[src/rtl/cc_cond_unit_pkg.sv]
// y86_consts: shared Y86 icode, condition-code selector and CC bit-index constants
package y86_consts;
  localparam logic [3:0] IRRMOVQ = 4'h2;
  localparam logic [3:0] ICMOVXX = 4'h2;
  localparam logic [3:0] IOPQ = 4'h6;
  localparam logic [3:0] IJXX = 4'h7;
  localparam logic [3:0] C_YES = 4'h0;
  localparam logic [3:0] C_LE = 4'h1;
  localparam logic [3:0] C_L = 4'h2;
  localparam logic [3:0] C_E = 4'h3;
  localparam logic [3:0] C_NE = 4'h4;
  localparam logic [3:0] C_GE = 4'h5;
  localparam logic [3:0] C_G = 4'h6;
  localparam int ZF = 2;
  localparam int SF = 1;
  localparam int OF = 0;
endpackage

[src/rtl/cc_cond_unit_cond_eval.sv]
// cond_eval: combinational jXX/cmovXX condition from {ZF,SF,OF} and ifun; flags ifun>6 as bad
module cond_eval
  import y86_consts::*;
(
  input  logic [2:0] cc,
  input  logic [3:0] ifun,
  output logic       cnd,
  output logic       bad_ifun
);
  logic lt;
  assign lt = cc[SF] ^ cc[OF];
  assign cnd = ifun == C_YES ? 1'b1 :
               ifun == C_LE  ? lt | cc[ZF] :
               ifun == C_L   ? lt :
               ifun == C_E   ? cc[ZF] :
               ifun == C_NE  ? ~cc[ZF] :
               ifun == C_GE  ? ~lt :
               ifun == C_G   ? ~lt & ~cc[ZF] : 1'b0;
  assign bad_ifun = ifun > C_G;
endmodule

[src/rtl/cc_cond_unit.sv]
// cc_cond_unit: Y86 CC register (clk,reset,set_cc,stall,valE,alu_of in; cc out), gated jXX/cmovXX cnd and sticky cond_err
module cc_cond_unit
  import y86_consts::*;
#(
  parameter int         WIDTH    = 64,
  parameter logic [2:0] RESET_CC = 3'b100
) (
  input  logic             clk,
  input  logic             reset,
  input  logic             set_cc,
  input  logic             stall,
  input  logic [WIDTH-1:0] valE,
  input  logic             alu_of,
  input  logic [3:0]       icode,
  input  logic [3:0]       ifun,
  output logic [2:0]       cc,
  output logic             cnd,
  output logic             cond_err
);
  logic is_cond, raw_cnd, bad_ifun;
  assign is_cond = icode == IJXX || icode == ICMOVXX;
  cond_eval u_eval (
    .cc       (cc),
    .ifun     (ifun),
    .cnd      (raw_cnd),
    .bad_ifun (bad_ifun)
  );
  assign cnd = is_cond & raw_cnd;
  always_ff @(posedge clk) begin
    if (reset) begin
      cc <= RESET_CC;
      cond_err <= 1'b0;
    end else if (!stall) begin
      if (set_cc) cc <= {valE == '0, valE[WIDTH-1], alu_of};
      if (is_cond && bad_ifun) cond_err <= 1'b1;
    end
  end
endmodule

[config.mk]
export PLATFORM = sky130hd
export DESIGN_NAME = cc_cond_unit
export DESIGN_NICKNAME = d
export VERILOG_FILES = /design/src/rtl/cc_cond_unit_pkg.sv /design/src/rtl/cc_cond_unit_cond_eval.sv /design/src/rtl/cc_cond_unit.sv
export SDC_FILE = /design/constraint.sdc
export NUM_CORES = 1
export LEC_CHECK = 0
export BUFFER_PORTS_ARGS = -buffer_cell sky130_fd_sc_hd__buf_4
export CAP_MARGIN = 20
export CORE_AREA = 3 3 45 47
export CTS_CLUSTER_SIZE = 24
export DETAILED_ROUTE_END_ITERATION = 8
export DIE_AREA = 0 0 48 50
export PLACE_DENSITY = 0.76
export SLEW_MARGIN = 20
export SYNTH_ARGS = -nofsm -noshare
export SYNTH_HDL_FRONTEND = slang
export SYNTH_SLANG_ARGS = --single-unit
[constraint.sdc]
create_clock -name clk -period 1.2 [get_ports clk]
set_input_delay 0.06 -clock clk [delete_from_list [all_inputs] [get_ports clk]]
set_output_delay 0.06 -clock clk [all_outputs]
set_load 0.05 [all_outputs]
==> results of run 1 <==
[what timing repair did]
| action | in CTS | in global routing |
|---|---|---|
| endpoints found under the setup margin | 1 | 1 |
| setup buffers | 1 | 0 |
| gates resized for setup | 2 | 4 |
| cloned | 0 | 0 |
| endpoints found under the hold margin | 2 | 0 |
| hold buffers | 1 | 0 |
| pin swaps | 3 | 3 |
[area by class of cell]
| class | count | area share [%] |
|---|---|---|
| Timing Repair Buffer | 87 | 58.8 |
| Multi-Input combinational cell | 43 | 28.2 |
| Sequential cell | 4 | 7.77 |
| Clock buffer | 4 | 2.33 |
| Tap cell | 17 | 1.89 |
| Inverter | 3 | 0.999 |
[worst register-to-register path, delay by kind of cell (launching register included)]
kind,cells,cell delay (ns)
buffers and inverters,1,0.13
muxes,1,0.14
DFF,1,0.34
and+or+nand+nor,1,0.05
[power by group]
group	internal [mW]	switching (mW)	leakage (nW)
clock network	0.125	0.0542	0.0150
registers	0.138	0.00698	0.0342
logic	0.207	0.103	0.490
[worst paths after layout]
kind | slack, ns | endpoint | depth (start not counted) | from
max | -0.34 | cnd | 5 | cc[0]$_SDFFE_PP0P_
min reg2reg | 0.45 | cond_err$_SDFFE_PP0P_ | 2 | cond_err$_SDFFE_PP0P_
max reg2reg | 0.43 | cc[1]$_SDFFE_PP0P_ | 3 | cc[1]$_SDFFE_PP0P_
min | 0.08 | cc[0]$_SDFFE_PP0P_ | 3 | alu_of
[stage by stage]
stage	power (mW)	instances
after floorplan	0.214	50
after global placement	0.433	152
after detailed placement	0.439	152
after CTS	0.634	158
after global routing	0.678	158
final	0.634	158
[layer usage]
layer / part of all wire [%] / track usage, % / vias to the layer above
li1: - / - / 388
met5: 0 / 0 / -
met1: 34 / 17.4 / 335
met2: 54 / 31.5 / 51
met3: 11 / 3.65 / 0
met4: 0 / 6.73 / 0
[cell usage after synthesis, types with 2 or more instances]
library cell,count
nor4_1,13
nor4_2,3
nor2_1,3
inv_1,3
mux2i_1,2
dfxtp_1,4
nand4_1,3
a21oi_1,3
[flip-flops by register name, indices dropped and copies added (netlist names)]
| signal | cells |
|---|---|
| cc | 3 |
| cond_err | 1 |
[kinds of logic (layout without fill, tap and decap cells)]
kind of cell,count (synthesis),in the layout,synth area share (%)
compound gates,9,9,15.3
xor+xnor,2,2,4.55
buf+inv,3,94,2.92
flops,4,4,20.8
mux,2,2,5.20
simple gates,30,30,51.3
[cell usage in the layout, fill, tap and decap left out, types with 2 or more instances in the layout]
cell type and count:
mux2i_1 2, inv_1 3, nor4_2 3, buf_4 85, clkbuf_4 3, dfxtp_4 2
nor4_1 13, nor2_1 3, nand4_1 3, a21oi_1 3, dfxtp_1 2
==> run metrics, run 1 <==
Setup violations, final 1; hold crit path type primary input to flop; final WL 2010 microns; Global Route Usage Sum 17.1%; Max Root-Sink Buffers 2; Post-synth EDFFs 0; largest net degree at the start of global routing 6; main flop type after synthesis dfxtp_1; number of buffers and inverters on the critical path 1; failing checks negative setup slack; first-pass GRT wire length 3040 microns; max frequency 648 MHz; WL/cell 12.7 microns; CP required 1.14 ns; Max Transition Viols Final 0; Slew headroom 80.5%; max-cap violations 0; routability cong. 0.697; slowest cell on the critical path dfxtp_4; Via Count 774; I/O pins 82; synthesis-to-layout area growth 193%; top-area cell type share of the netlist area 21.1%; final core utilization 66.7%; Root Buffer clkbuf_4; Max rail drop VDD 0.000280 V; Initial Utilization 22.8%; vias in the first global route 823; nets 219; pre-CTS WS -0.102 ns; Avg Vias per Cell 4.90; distinct cell type count after synthesis 24; Tcrit/Tclk final 129%; total CTS buffers 3; placed cell area 1050 sq um; Post-Synthesis Cells 50; initial DRC count 2; sequential area share after synthesis 20.8%; Final Critical Period 1.54 ns; Fill cells 155; worst hold slack 0.0771 ns; Yosys reg bits 4; Finished Cell Area 1130 sq um; IO Port Bufs 81; post-route setup slack -0.344 ns; CTS tree built; H-tree depth 1; core area 1690 sq um; final hold violation count 0; crit start category flop; die height 50 microns; RSZ-0062 raised after global routing true; Mapped Nets 127; power per standard cell area 563 nW/um^2; clock latency on the worst-skew pair 0.23 ns; Die X-Extent 48 microns; drt pass-1 iters 2; crit path capture type primary output; layout cells sized above 1 70.2%; setup tns final -0.344 ns; WP data arrival 1.48 ns; CP peak stage delay 0.34 ns; Detail Route Antenna Nets 0; Crit path max-delay family compound AO/OA/AOI/OAI gates; multi-input gate area in the final layout 318 sq um; leakage 0.539 nW; antenna violations before repair 0; Syn Std Cell Area 385 sq um; sequential standard cell area 87.6 sq um; Clock transition at path regs 0.04 ns; Std-Cell Rows 15; diodes inserted 0; Slew @ Worst Pin 0.290 ns; Synth area leader nor4_1; DRC violations left 0; Final Skew 0 ns; HPWL Detailed 1780 microns; status finished with violations; maximum fanout along the worst path 2; crit path kind flop to primary output; Post-synth ARST share 0%; Synth area leaders nor4_1 21%, dfxtp_1 21%, nor4_2 9.7%; GRT Residual Overflow 0; worst path cell trace xor2_2 -> nor3_2 -> a311oi_2 -> o211a_2 -> buf_8; clock sinks 4; syn avg cell area 7.71 sq um; yosys warns 0; die area 2400 sq um
Power figures use the tool's default switching activity.
==> run 2: changes to the inputs <==
==> constraint.sdc (replaced) <==
create_clock -name clk -period 1.6 [get_ports clk]
set_input_delay 0.08 -clock clk [delete_from_list [all_inputs] [get_ports clk]]
set_output_delay 0.08 -clock clk [all_outputs]
set_load 0.05 [all_outputs]
==> run 2 against run 1 <==
  * Utilization down 4.5 points
  * First-iteration DRC count rose to 3.5 times the previous value
  * Clock-buffer cell count shrank 1
  * Critical path depth unchanged
  * Combinational power fell by 31%
  * The flow now finishes without violations
  * Sequential power decreased by 23%
==> run metrics, run 2 (synthesis results as in run 1) <==
worst reg2reg setup slack 0.94 ns (+0.51 ns); power per standard cell area 428 nW/um^2 (-24%); vias in the first global route 814 (-1.1%); Largest register FFs 3 (unchanged); GRT Residual Overflow 0 (unchanged); Slew @ Worst Pin 0.284 ns (-0.00544 ns); antenna violations before repair 0 (unchanged); total CTS buffers 3 (unchanged); diodes inserted 0 (unchanged); max frequency 666 MHz; WL/cell 12.4 microns (-2.7%); Max Transition Viols Final 0 (unchanged); CP Depth 5 (unchanged); CP startpoint cc[1]$_SDFFE_PP0P_; most frequent cells in the layout 80 x buf_4, 13 x nor4_1; Root Buffer clkbuf_4; sw power 0.117 mW (-29%); worst r2r dst cc[2]$_SDFFE_PP1P_; status finished clean; Cell Int Power 0.332 mW (-29%); drt pass-1 iters 4 (+2); crit path capture type primary output; Avg Vias per Cell 5.01 (+2.3%); hold crit path type primary input to flop; post-cts resize count 0 (-2); pre-CTS WS 0.282 ns (+0.383 ns); WP data arrival 1.42 ns (-0.06 ns); max-cap violations 0 (unchanged); commonest non-fill, non-tap cell in the layout buf_4; nets 213 (-2.7%); Max rail drop VDD 0.000185 V (-34%); post-route setup slack 0.0988 ns (+0.442 ns); slowest cell on the critical path dfxtp_2; Setup violations, final 0 (-1); die area 2400 sq um (unchanged); CTS tree built; IO Port Bufs 81 (unchanged); postcts setup bufs 0 (-1); crit path kind flop to primary output; die height 50 microns (unchanged); layout cells sized above 1 67.2% (-3.0 points); crit start category flop; share of power burned in registers 24.8% (+1.9 points); Fill cells 160 (+3.2%); Top reg by flops cc; routability cong. 0.739 (+6.1%); final hold violation count 0 (unchanged); Setup crit end cnd; DRC violations left 0 (unchanged); largest net degree at the start of global routing 6 (unchanged); total chip power 0.450 mW (-29%); CP required 1.52 ns (+0.38 ns); Initial Utilization 22.8% (unchanged); cts-stage hold buffer count 0 (-1); Die X-Extent 48 microns (unchanged); final WL 1870 microns (-7.0%); Detail Route Antenna Nets 0 (unchanged); Finished Cell Area 1050 sq um (-6.8%); RSZ-0062 raised after global routing false; largest registers cc (3), cond_err (1); Final Skew 0 ns (unchanged); Slew headroom 80.9% (+0.37 points); synthesis-to-layout area growth 173%; initial DRC count 7 (+5); Comb pwr share 47.4% (-1.5 points); maximum fanout along the worst path 3 (+1); CP peak stage delay 0.36 ns (+0.02 ns); Via Count 757 (-2.2%); Final Critical Period 1.50 ns; clock latency on the worst-skew pair 0.23 ns (about the same); clock sinks 4 (unchanged); Clk network pwr share 27.9% (-0.3 points); Crit path max-delay family compound AO/OA/AOI/OAI gates; leakage 0.511 nW (-5.3%); core area 1690 sq um (unchanged); Std-Cell Rows 15 (unchanged); Max Root-Sink Buffers 2 (unchanged); Crit Reg-Reg Startpoint cc[2]$_SDFFE_PP1P_; H-tree depth 1 (unchanged); placed cell area 1020 sq um (-3.3%); Tcrit/Tclk final 93.8%; Global Route Usage Sum 16.0% (-1.1 points); Clock transition at path regs 0.04 ns (about the same); R2R cell count 2 (-1); Hold Startpoint reset; HPWL Detailed 1760 microns (-1.3%); switching share of power 26.1% (+0.19 points); setup tns final 0 ns (+0.344 ns); worst path cell trace xor2_2 -> nor3_1 -> a311oi_1 -> o211a_1 -> buf_6; number of buffers and inverters on the critical path 1 (unchanged); first-pass GRT wire length 2880 microns (-5.4%); I/O pins 82 (unchanged)
[run 2: cell types whose count changed in the layout (fill, tap and decap cells not counted), sizes merged]
cell,previous run,this run
buf,86,81
dlygate4sd3,1,0
clkbuf,4,3
[run 2: worst min path at each step]
stage / depth (start not counted) / to
2_1_floorplan: 1 / cc[0]$_SDFFE_PP0P_
3_3_place_gp: 2 / cc[0]$_SDFFE_PP0P_
3_5_place_dp: 2 / cc[1]$_SDFFE_PP0P_
4_1_cts: 2 / cc[1]$_SDFFE_PP0P_
5_1_grt: 2 / cc[1]$_SDFFE_PP0P_
6_report: 2 / cc[1]$_SDFFE_PP0P_
[run 2: worst reg2reg max path, stage by stage, from the launching register on]
cell     delay, ns
dfxtp_1       0.34
a21oi_1       0.13
o21ai_1       0.07
[run 2: routing by layer]
layer	part of all wire, %	global-route usage (%)	up-vias
met5	0	0	-
met4	0.64	8.97	0
met3	11	1.82	2
met2	58	30.2	45
met1	30	15.2	334
li1	-	-	376
[run 2: power groups by stage]
| stage | combinational [mW] | sequential [mW] | clock (mW) |
|---|---|---|---|
| floorplan | 0.0335 | 0.129 | 0 |
| global placement | 0.208 | 0.112 | 0 |
| finish | 0.213 | 0.111 | 0.125 |
| global route | 0.230 | 0.112 | 0.140 |
| detailed placement | 0.213 | 0.112 | 0 |
| CTS | 0.214 | 0.111 | 0.131 |
[run 2: area by class of cell]
class | count | area [sq um] | share of cell area [%]
repair buffers | 81 | 612 | 58.2
multi-input cells | 43 | 302 | 28.7
flip-flops and latches | 4 | 82.6 | 7.86
clock buffers | 3 | 22.5 | 2.14
well taps | 17 | 21.3 | 2.02
inverters | 3 | 11.3 | 1.07
[run 2: per-stage QoR]
step	util, %	instances	hold slack [ns]
after floorplan	-	50	0.145
after global placement	60.2	148	0.261
after detailed placement	60.2	148	0.263
after CTS	61.6	151	0.0120
after global routing	62.2	151	0.0200
final	62.2	151	0.0191
